## src/rtl/vga_text_timing_gen.sv

```systemverilog
// VGA timing and text-cell address generator running on a clock-enable pixel strobe.
// Cell coordinates and the char-map address are built incrementally and stay aligned with x_o/y_o.
module vga_text_timing_gen #(
    parameter int H_ACTIVE   = 640,
    parameter int H_FP       = 16,
    parameter int H_SYNC     = 96,
    parameter int H_BP       = 48,
    parameter int V_ACTIVE   = 480,
    parameter int V_FP       = 10,
    parameter int V_SYNC     = 2,
    parameter int V_BP       = 33,
    parameter bit HSYNC_POL  = 1'b0,
    parameter bit VSYNC_POL  = 1'b0,
    parameter int CLK_DIV    = 5,
    parameter int GLYPH_W    = 8,
    parameter int GLYPH_H    = 16,
    parameter int PIPE_DELAY = 2,
    localparam int H_TOTAL   = H_ACTIVE + H_FP + H_SYNC + H_BP,
    localparam int V_TOTAL   = V_ACTIVE + V_FP + V_SYNC + V_BP,
    localparam int COLS      = H_ACTIVE / GLYPH_W,
    localparam int ROWS      = V_ACTIVE / GLYPH_H
) (
    input  logic                          clk_i,
    input  logic                          rst_i,
    output logic                          pix_en_o,
    output logic [$clog2(H_TOTAL)-1:0]    x_o,
    output logic [$clog2(V_TOTAL)-1:0]    y_o,
    output logic [$clog2(COLS)-1:0]       col_o,
    output logic [$clog2(ROWS)-1:0]       row_o,
    output logic [$clog2(GLYPH_W)-1:0]    glyph_x_o,
    output logic [$clog2(GLYPH_H)-1:0]    glyph_y_o,
    output logic [$clog2(COLS*ROWS)-1:0]  addr_o,
    output logic                          active_o,
    output logic                          line_start_o,
    output logic                          frame_start_o,
    output logic                          hsync_o,
    output logic                          vsync_o,
    output logic                          de_o
);

    localparam int XW  = $clog2(H_TOTAL);
    localparam int YW  = $clog2(V_TOTAL);
    localparam int CW  = $clog2(COLS);
    localparam int RW  = $clog2(ROWS);
    localparam int GXW = $clog2(GLYPH_W);
    localparam int GYW = $clog2(GLYPH_H);
    localparam int AW  = $clog2(COLS * ROWS);
    localparam int DW  = (CLK_DIV > 1) ? $clog2(CLK_DIV) : 1;

    localparam logic [DW-1:0]  DIV_LAST   = DW'(CLK_DIV - 1);
    localparam logic [XW-1:0]  X_LAST     = XW'(H_TOTAL - 1);
    localparam logic [XW-1:0]  X_ACT      = XW'(H_ACTIVE);
    localparam logic [XW-1:0]  X_ACT_LAST = XW'(H_ACTIVE - 1);
    localparam logic [XW-1:0]  HS_START   = XW'(H_ACTIVE + H_FP);
    localparam logic [XW-1:0]  HS_END     = XW'(H_ACTIVE + H_FP + H_SYNC - 1);
    localparam logic [YW-1:0]  Y_LAST     = YW'(V_TOTAL - 1);
    localparam logic [YW-1:0]  Y_ACT      = YW'(V_ACTIVE);
    localparam logic [YW-1:0]  Y_ACT_LAST = YW'(V_ACTIVE - 1);
    localparam logic [YW-1:0]  VS_START   = YW'(V_ACTIVE + V_FP);
    localparam logic [YW-1:0]  VS_END     = YW'(V_ACTIVE + V_FP + V_SYNC - 1);
    localparam logic [GXW-1:0] GX_LAST    = GXW'(GLYPH_W - 1);
    localparam logic [GYW-1:0] GY_LAST    = GYW'(GLYPH_H - 1);
    localparam logic [AW-1:0]  COLS_A     = AW'(COLS);

    logic [DW-1:0]  r_div;
    logic           r_pix_en;
    logic [XW-1:0]  r_x;
    logic [YW-1:0]  r_y;
    logic [CW-1:0]  r_col;
    logic [RW-1:0]  r_row;
    logic [GXW-1:0] r_gx;
    logic [GYW-1:0] r_gy;
    logic [AW-1:0]  r_row_base;
    logic [AW-1:0]  r_addr;
    logic           r_active;
    logic           r_line_start;
    logic           r_frame_start;
    logic           r_hs_raw;
    logic           r_vs_raw;

    logic [DW-1:0]  w_div_next;
    logic           w_pen_next;
    logic [XW-1:0]  w_x_next;
    logic [YW-1:0]  w_y_next;
    logic [CW-1:0]  w_col_next;
    logic [RW-1:0]  w_row_next;
    logic [GXW-1:0] w_gx_next;
    logic [GYW-1:0] w_gy_next;
    logic [AW-1:0]  w_rb_next;

    // Everything registered below is derived from the post-edge counter values, so
    // addr_o, strobes and raw syncs change on the same edge as x_o/y_o.
    always_comb begin
        w_pen_next = (r_div == DIV_LAST);
        w_div_next = w_pen_next ? '0 : r_div + 1'b1;
        w_x_next   = r_x;
        w_y_next   = r_y;
        w_col_next = r_col;
        w_row_next = r_row;
        w_gx_next  = r_gx;
        w_gy_next  = r_gy;
        w_rb_next  = r_row_base;
        if (r_pix_en) begin
            w_x_next = (r_x == X_LAST) ? '0 : r_x + 1'b1;
            if (r_x < X_ACT_LAST) begin
                if (r_gx == GX_LAST) begin
                    w_gx_next  = '0;
                    w_col_next = r_col + 1'b1;
                end else begin
                    w_gx_next = r_gx + 1'b1;
                end
            end else begin
                w_gx_next  = '0;
                w_col_next = '0;
            end
            if (r_x == X_LAST) begin
                w_y_next = (r_y == Y_LAST) ? '0 : r_y + 1'b1;
                if (r_y < Y_ACT_LAST) begin
                    if (r_gy == GY_LAST) begin
                        w_gy_next  = '0;
                        w_row_next = r_row + 1'b1;
                        w_rb_next  = r_row_base + COLS_A;
                    end else begin
                        w_gy_next = r_gy + 1'b1;
                    end
                end else begin
                    w_gy_next  = '0;
                    w_row_next = '0;
                    w_rb_next  = '0;
                end
            end
        end
    end

    always_ff @(posedge clk_i or posedge rst_i) begin
        if (rst_i) begin
            r_div         <= '0;
            r_pix_en      <= 1'b0;
            r_x           <= '0;
            r_y           <= '0;
            r_col         <= '0;
            r_row         <= '0;
            r_gx          <= '0;
            r_gy          <= '0;
            r_row_base    <= '0;
            r_addr        <= '0;
            r_active      <= 1'b0;
            r_line_start  <= 1'b0;
            r_frame_start <= 1'b0;
            r_hs_raw      <= ~HSYNC_POL;
            r_vs_raw      <= ~VSYNC_POL;
        end else begin
            r_div         <= w_div_next;
            r_pix_en      <= w_pen_next;
            r_x           <= w_x_next;
            r_y           <= w_y_next;
            r_col         <= w_col_next;
            r_row         <= w_row_next;
            r_gx          <= w_gx_next;
            r_gy          <= w_gy_next;
            r_row_base    <= w_rb_next;
            r_addr        <= w_rb_next + AW'(w_col_next);
            r_active      <= (w_x_next < X_ACT) && (w_y_next < Y_ACT);
            r_line_start  <= w_pen_next && (w_x_next == '0);
            r_frame_start <= w_pen_next && (w_x_next == '0) && (w_y_next == '0);
            r_hs_raw      <= (w_x_next >= HS_START && w_x_next <= HS_END) ? HSYNC_POL : ~HSYNC_POL;
            r_vs_raw      <= (w_y_next >= VS_START && w_y_next <= VS_END) ? VSYNC_POL : ~VSYNC_POL;
        end
    end

    generate
        if (PIPE_DELAY == 0) begin : g_no_delay
            assign hsync_o = r_hs_raw;
            assign vsync_o = r_vs_raw;
            assign de_o    = r_active;
        end else begin : g_delay
            logic [PIPE_DELAY-1:0] r_hs_pipe;
            logic [PIPE_DELAY-1:0] r_vs_pipe;
            logic [PIPE_DELAY-1:0] r_de_pipe;

            // One stage per pixel period; the bench-facing outputs tap the last stage.
            always_ff @(posedge clk_i or posedge rst_i) begin
                if (rst_i) begin
                    r_hs_pipe <= {PIPE_DELAY{~HSYNC_POL}};
                    r_vs_pipe <= {PIPE_DELAY{~VSYNC_POL}};
                    r_de_pipe <= '0;
                end else if (r_pix_en) begin
                    r_hs_pipe[0] <= r_hs_raw;
                    r_vs_pipe[0] <= r_vs_raw;
                    r_de_pipe[0] <= r_active;
                    for (int i = 1; i < PIPE_DELAY; i++) begin
                        r_hs_pipe[i] <= r_hs_pipe[i-1];
                        r_vs_pipe[i] <= r_vs_pipe[i-1];
                        r_de_pipe[i] <= r_de_pipe[i-1];
                    end
                end
            end

            assign hsync_o = r_hs_pipe[PIPE_DELAY-1];
            assign vsync_o = r_vs_pipe[PIPE_DELAY-1];
            assign de_o    = r_de_pipe[PIPE_DELAY-1];
        end
    endgenerate

    assign pix_en_o      = r_pix_en;
    assign x_o           = r_x;
    assign y_o           = r_y;
    assign col_o         = r_col;
    assign row_o         = r_row;
    assign glyph_x_o     = r_gx;
    assign glyph_y_o     = r_gy;
    assign addr_o        = r_addr;
    assign active_o      = r_active;
    assign line_start_o  = r_line_start;
    assign frame_start_o = r_frame_start;

endmodule

```

## config.mk

```make
export PLATFORM = sky130hd
export DESIGN_NAME = vga_text_timing_gen
export DESIGN_NICKNAME = d
export VERILOG_FILES = /design/src/rtl/vga_text_timing_gen.sv
export SDC_FILE = /design/constraint.sdc
export NUM_CORES = 1
export LEC_CHECK = 0
export ABC_AREA = 1
export BUFFER_PORTS_ARGS = -buffer_cell sky130_fd_sc_hd__clkbuf_2
export CAP_MARGIN = 25
export CELL_PAD_IN_SITES_DETAIL_PLACEMENT = 1
export CELL_PAD_IN_SITES_GLOBAL_PLACEMENT = 1
export CORE_UTILIZATION = 25
export DETAILED_ROUTE_END_ITERATION = 10
export HOLD_SLACK_MARGIN = 0.02
export PLACE_DENSITY_LB_ADDON = 0.3
export SETUP_SLACK_MARGIN = 0.4
export SLEW_MARGIN = 5
export SYNTH_ARGS = -nofsm -noshare
export SYNTH_HDL_FRONTEND = slang
export SYNTH_SLANG_ARGS = --single-unit
```

## constraint.sdc

```tcl
create_clock -name clk_i -period 4.5 [get_ports clk_i]
set_clock_uncertainty 0.1 [all_clocks]
set_input_delay 0 -clock clk_i [delete_from_list [all_inputs] [get_ports clk_i]]
set_output_delay 0 -clock clk_i [all_outputs]
set_load 0.005 [all_outputs]
```

== Word level (Yosys, flattened, before mapping) ==
Index checks and enable logic that the tools add are counted.

* Memories: 0
* Memory bits (read-only): 0
* Bits in latches: 0
* Bits in writable memories: 0
* Bits in registers: 78

* Add/subtract/negate cells: 9
* Div/mod/pow operators: 0
* Bitwise gates (word level): 0
* Shift operators: 0
* Mux-type cells: 21
* Eq/ne operators: 6
* Reductions and logical operators: 9
* $mul: 0
* Order comparisons: 8

{| class="wikitable"
|+ Operators by type and width
! operator !! number
|-
| $mux W10 || 5
|-
| $mux W12 || 4
|-
| $mux W7 || 3
|-
| $add A10 B1 Y10 const B || 2
|-
| $eq A10 B10 Y1 const B || 2
|-
| $logic_not A10 Y1 || 2
|-
| $lt A10 B10 Y1 const B || 2
|-
| $lt A10 B9 Y1 const B || 2
|-
| $add A12 B7 Y12 || 1
|-
| $add A12 B7 Y12 const B || 1
|-
| $ge A10 B10 Y1 const B || 1
|-
| $ge A10 B9 Y1 const B || 1
|-
| $le A10 B10 Y1 const B || 1
|-
| $le A10 B9 Y1 const B || 1
|-
| $mux W5 || 2
|-
| $mux W3 || 3
|-
| $mux W4 || 2
|-
| $add A7 B1 Y7 const B || 1
|-
| $add A3 B1 Y3 const B || 2
|-
| $eq A3 B3 Y1 const B || 2
|-
| $add A5 B1 Y5 const B || 1
|-
| $logic_and A1 B1 Y1 || 5
|-
| $add A4 B1 Y4 const B || 1
|-
| $eq A4 B4 Y1 const B || 1
|-
| 4 further kinds || 5
|}

== Logic depth before layout (Yosys ltp) ==
* Depth after elaboration: 7
* Gate-level depth with buffers: 22

== Least setup slack after synthesis ==
Ideal clock, no wire load.

* Path kind: register to register
* Start point: register r_x[0], in the netlist x_o[0]
* End point: register r_addr[10], in the netlist addr_o[10]
* Buffers on the path: 2
* Stages on the path, launching flop included: 21
* Library setup time: 116 ps
* Arrival: 2,793 ps
* Data required time: 4,284 ps
* Slack: 1,491 ps
* Cells stage by stage: dfrtp_1 > ha_1 > nand2_1 > nor2_8 > inv_2 > nor2_4 > buf_6 > nand2_2 > inv_1 > buf_2 > nor2_1 > ha_1 > fa_1 > nand4_1 > nand3_1 > nand2_1 > nand2_1 > nand3_1 > nor2_1 > nand3_1 > nand2_1

* Word-level cells in the longest chain between the ends: 4
* Elaborated cells between the ends (all ways): 7
* Classes of those cells: add/sub (1); order compare (1); eq/ne (1); mux (4)

{| class="wikitable"
|+ RTL lines
! what !! line !! source
|-
| start: declaration || 67 || <nowiki>logic [XW-1:0] r_x;</nowiki>
|-
| start signal: assignment || 155 || <nowiki>r_x <= w_x_next;</nowiki>
|-
| $eq A10 B10 Y1 || 116 || <nowiki>if (r_x == X_LAST) begin</nowiki>
|-
| $mux W12 || 116 ||
|-
| $mux W12 || 103 || <nowiki>if (r_pix_en) begin</nowiki>
|-
| named net w_rb_next[0] || 89 || <nowiki>logic [AW-1:0] w_rb_next;</nowiki>
|-
| $add A12 B7 Y12 || 162 || <nowiki>r_addr <= w_rb_next + AW'(w_col_next);</nowiki>
|-
| end signal: assignment || 162 ||
|-
| end: declaration || 74 || <nowiki>logic [AW-1:0] r_addr;</nowiki>
|}

The timed path passes the listed nets, and every way through them passes these cells.
A chain may end at the register's enable or synchronous reset.

== Worst setup path after layout ==
* Start point: register r_x[0], in the netlist x_o[0]
* End point: register r_addr[10], in the netlist addr_o[10]

* Word-level cells in the longest chain between the ends: 4
* Elaborated cells between the ends (all ways): 7
* Classes of those cells: add/sub (1); order compare (1); eq/ne (1); mux (4)

{| class="wikitable"
|+ RTL lines
! what !! line !! source
|-
| $lt A10 B10 Y1 || 105 || <nowiki>if (r_x < X_ACT_LAST) begin</nowiki>
|-
| $mux W7 || 105 ||
|-
| $mux W7 || 103 ||
|-
| named net w_col_next[0] || 85 || <nowiki>logic [CW-1:0] w_col_next;</nowiki>
|-
| $add A12 B7 Y12 || 162 ||
|}

The timed path passes the listed nets, and every way through them passes these cells.

==> run summary <==
Worst Path Arrival - 3.59 ns
Final ANT Viol Nets - 0
Slowest stage delay, CP - 0.43 ns
Syn-to-layout area delta - 20.1%
Die area - 17600 sq um
Nets@finish - 626
Slew @ Worst Pin - 0.650 ns
Seq/Total Area, Yosys - 0.459
Top cell type's share of synthesized area - 0.422
Slowest CP cell - fa_1
Tcrit/Tclk final - 0.768
Min Clock Period, post-route - 3.45 ns
CTS tree - yes
Worst Setup End Kind - flop
Internal - 1.15 mW
First-pass GRT wire length - 20400 microns
Post-synth EDFFs - 0
Synth Flop Type - dfrtp_1
Cell variety after synth - 43
Kind of critical path - reg2reg
CTS Buf Count - 9
Setup TNS - 0 ns
Asr flop ratio synth - 1.00
DRC viols - 0
Insertion delay to the later sink of the worst-skew pair - 0.35 ns
VDD IR max - 171 uV
H-tree Lvls - 3
Peak Freq - 289 MHz
Switching Power - 0.313 mW
Final Max Tran Viols - 0
Share of power burned in registers - 0.481
Placed Area - 4830 sq um
Max Cap Violations - 0
Routed WL per cell - 14.4 microns
Vias/cell - 4.46
PortBufs - 59
Flip-flop and latch area - 1960 sq um
FP Rows - 47
Rel. slew slack - 0.566
Final Cell Area - 5130 sq um
Clock share of power - 0.509
Most frequent cell after synthesis - nand2_1
Antenna Diode Count - 0
Switching share of power - 0.215
HPWL Detailed - 9110 microns
Die Y - 133 microns
Power density cells - 284 nW/um^2
Syn Inst Count - 538
CP delay by family, top - simple AND/OR/NAND/NOR gates
First-pass DRT Iterations - 4
Initial Util - 0.257
Gpl congestion - 0.808
Antenna violations before repair - 0
Logic gate share of total power - 0.011
Outcome - completed
Worst min path class - in2async
Mean Syn Cell Area - 7.94 sq um
Ranking of synthesized cells by area - dfrtp_1 42%, nand2_1 11%, inv_1 8.0%
Largest net degree at the start of global routing - 44
Fraction of layout cells with a size suffix above 1 - 0.174
Final Hold Viols - 0
Mapped Nets - 559
Final WL - 12000 microns
Clock-pin slew on the worst setup and hold paths - 0.06 ns
Synthesized area - 4270 sq um
Core ar. - 16600 sq um
Area taken by multi-input logic gates - 1910 sq um
RSZ-0062 raised after global routing - no
Crit path launch type - flop
Via count - 3699
Leak pwr - 2.80 nW
Top Ports - 60
Crit-path cells - ha_1 -> nand2_1 -> nor2_8 -> nand2_1 -> a31oi_1 -> inv_1 -> nor2_1 -> inv_1 -> nand3_1 -> inv_1 -> ha_1 -> fa_1 -> nand4_1 -> nand3_1 -> nand2_1 -> nand2_1 -> nand3_1 -> nor2_1 -> nand3_1 -> nand2_1
Warnings from Yosys - 0
Post-synth top cells - 126 x nand2_1, 91 x inv_1, 72 x dfrtp_1
Global-route usage over all layers - 0.149
Initial drt markers - 167
Crit path max fanout - 9
Filler Cell Count - 2041
Vias in the first global route - 3963
Final Power - 1.46 mW
Clock Sinks - 78
Number of synthesized register bits - 78
Critical Path RT - 4.63 ns
Area leader, netlist - dfrtp_1
Top cell by count, worst path - nand2_1
Worst Path Buf+Inv - 3
CTS Root Cell - clkbuf_16
Endpoints failing setup - 0
Chip width - 133 microns
Worst-case clock buffer depth - 2
Remaining global-route overflow - 0
logic make-up (layout without fill, tap and decap cells):
logic type,count (synthesis),after routing,share of synthesized area
AND/OR/NAND/NOR,279,279,0.299
buffers and inverters,103,175,0.0940
flip-flops,78,78,0.459
AO/OA/AOI/OAI,44,44,0.0606
adder cells (fa/ha/maj),19,19,0.0574
XOR/XNOR,15,15,0.0307
state kept, by name, indices dropped and copies added (netlist names):
signal / flops
addr_o: 12
r_row_base: 12
x_o: 10
y_o: 10
col_o: 7
row_o: 5
glyph_y_o: 4
glyph_x_o: 3
r_div: 3
g_delay.r_de_pipe: 2
g_delay.r_hs_pipe: 2
g_delay.r_vs_pipe: 2
active_o: 1
frame_start_o: 1
line_start_o: 1
pix_en_o: 1
r_hs_raw: 1
r_vs_raw: 1
tightest hold or removal path: cells and delay by family:
family                 cells  cell delay [ns]
buffers and inverters      3             1.07
cell usage in the layout, fill, tap and decap left out, types with 18 or more instances in the layout:
cell type | Yosys | routed
dfrtp_1 | 72 | 72
nand4_1 | 19 | 19
nand3_1 | 40 | 40
inv_1 | 91 | 90
ha_1 | 18 | 18
nor2_1 | 59 | 59
o21ai_0 | 18 | 18
clkbuf_2 | 0 | 59
nand2_1 | 126 | 126
area by class of cell:
class,count,share of cell area
Timing Repair Buffer,64,0.0653
Multi-Input combinational cell,357,0.372
Inverter,95,0.0697
Sequential cell,78,0.382
Tap cell,220,0.0536
Clock buffer,12,0.0480
Clock inverter,4,0.00926
metal layers:
layer / vias to the layer above / GRT usage / wire length (microns)
met5: - / 0 / 0
met4: 0 / 0.0466 / 164
met3: 13 / 0.0437 / 408
met2: 57 / 0.249 / 5830
met1: 1793 / 0.183 / 5560
li1: 1836 / - / -
through the flow:
| step | cells | util | hold slack [ns] | setup slack [ns] |
|---|---|---|---|---|
| 2_1_floorplan | 538 | - | 0.214 | 1.49 |
| 3_3_place_gp | 813 | 0.290 | 0.00812 | 1.07 |
| 3_5_place_dp | 813 | 0.290 | 0.0117 | 1.01 |
| 4_1_cts | 830 | 0.308 | 0.196 | 0.987 |
| 5_1_grt | 830 | 0.308 | 0.231 | 0.599 |
| 6_report | 830 | 0.308 | 0.161 | 1.05 |
power groups by stage:
stage               Clock, mW  Sequential [mW]  Combinational, mW
detailed placement          0            0.714             0.0170
global route            0.795            0.701             0.0197
global placement            0            0.714             0.0165
finish                  0.742            0.702             0.0158
floorplan                   0            0.714             0.0102
CTS                     0.771            0.701             0.0177
repair_timing:
| action | CTS | global route |
|---|---|---|
| hold buffers | 1 | 0 |
| gates resized for setup | 0 | 0 |
| setup buffers | 0 | 0 |
| hold endpoints to repair | 35 | 0 |
path summary, 6_finish.rpt:
kind	from	endpoint	slack, ns	depth (start not counted)
setup / recovery	x_o[0]	addr_o[10]	1.05	20
hold / removal	rst_i	glyph_x_o[0]	0.16	3
setup reg to reg	x_o[0]	addr_o[10]	1.05	20
hold reg to reg	r_div[0]	r_div[0]	0.37	1
max in group asynchronous	rst_i	r_vs_raw	3.14	4
min in group clk_i	r_div[0]	r_div[0]	0.37	1
Note: power is estimated with default switching activity, not from simulation.
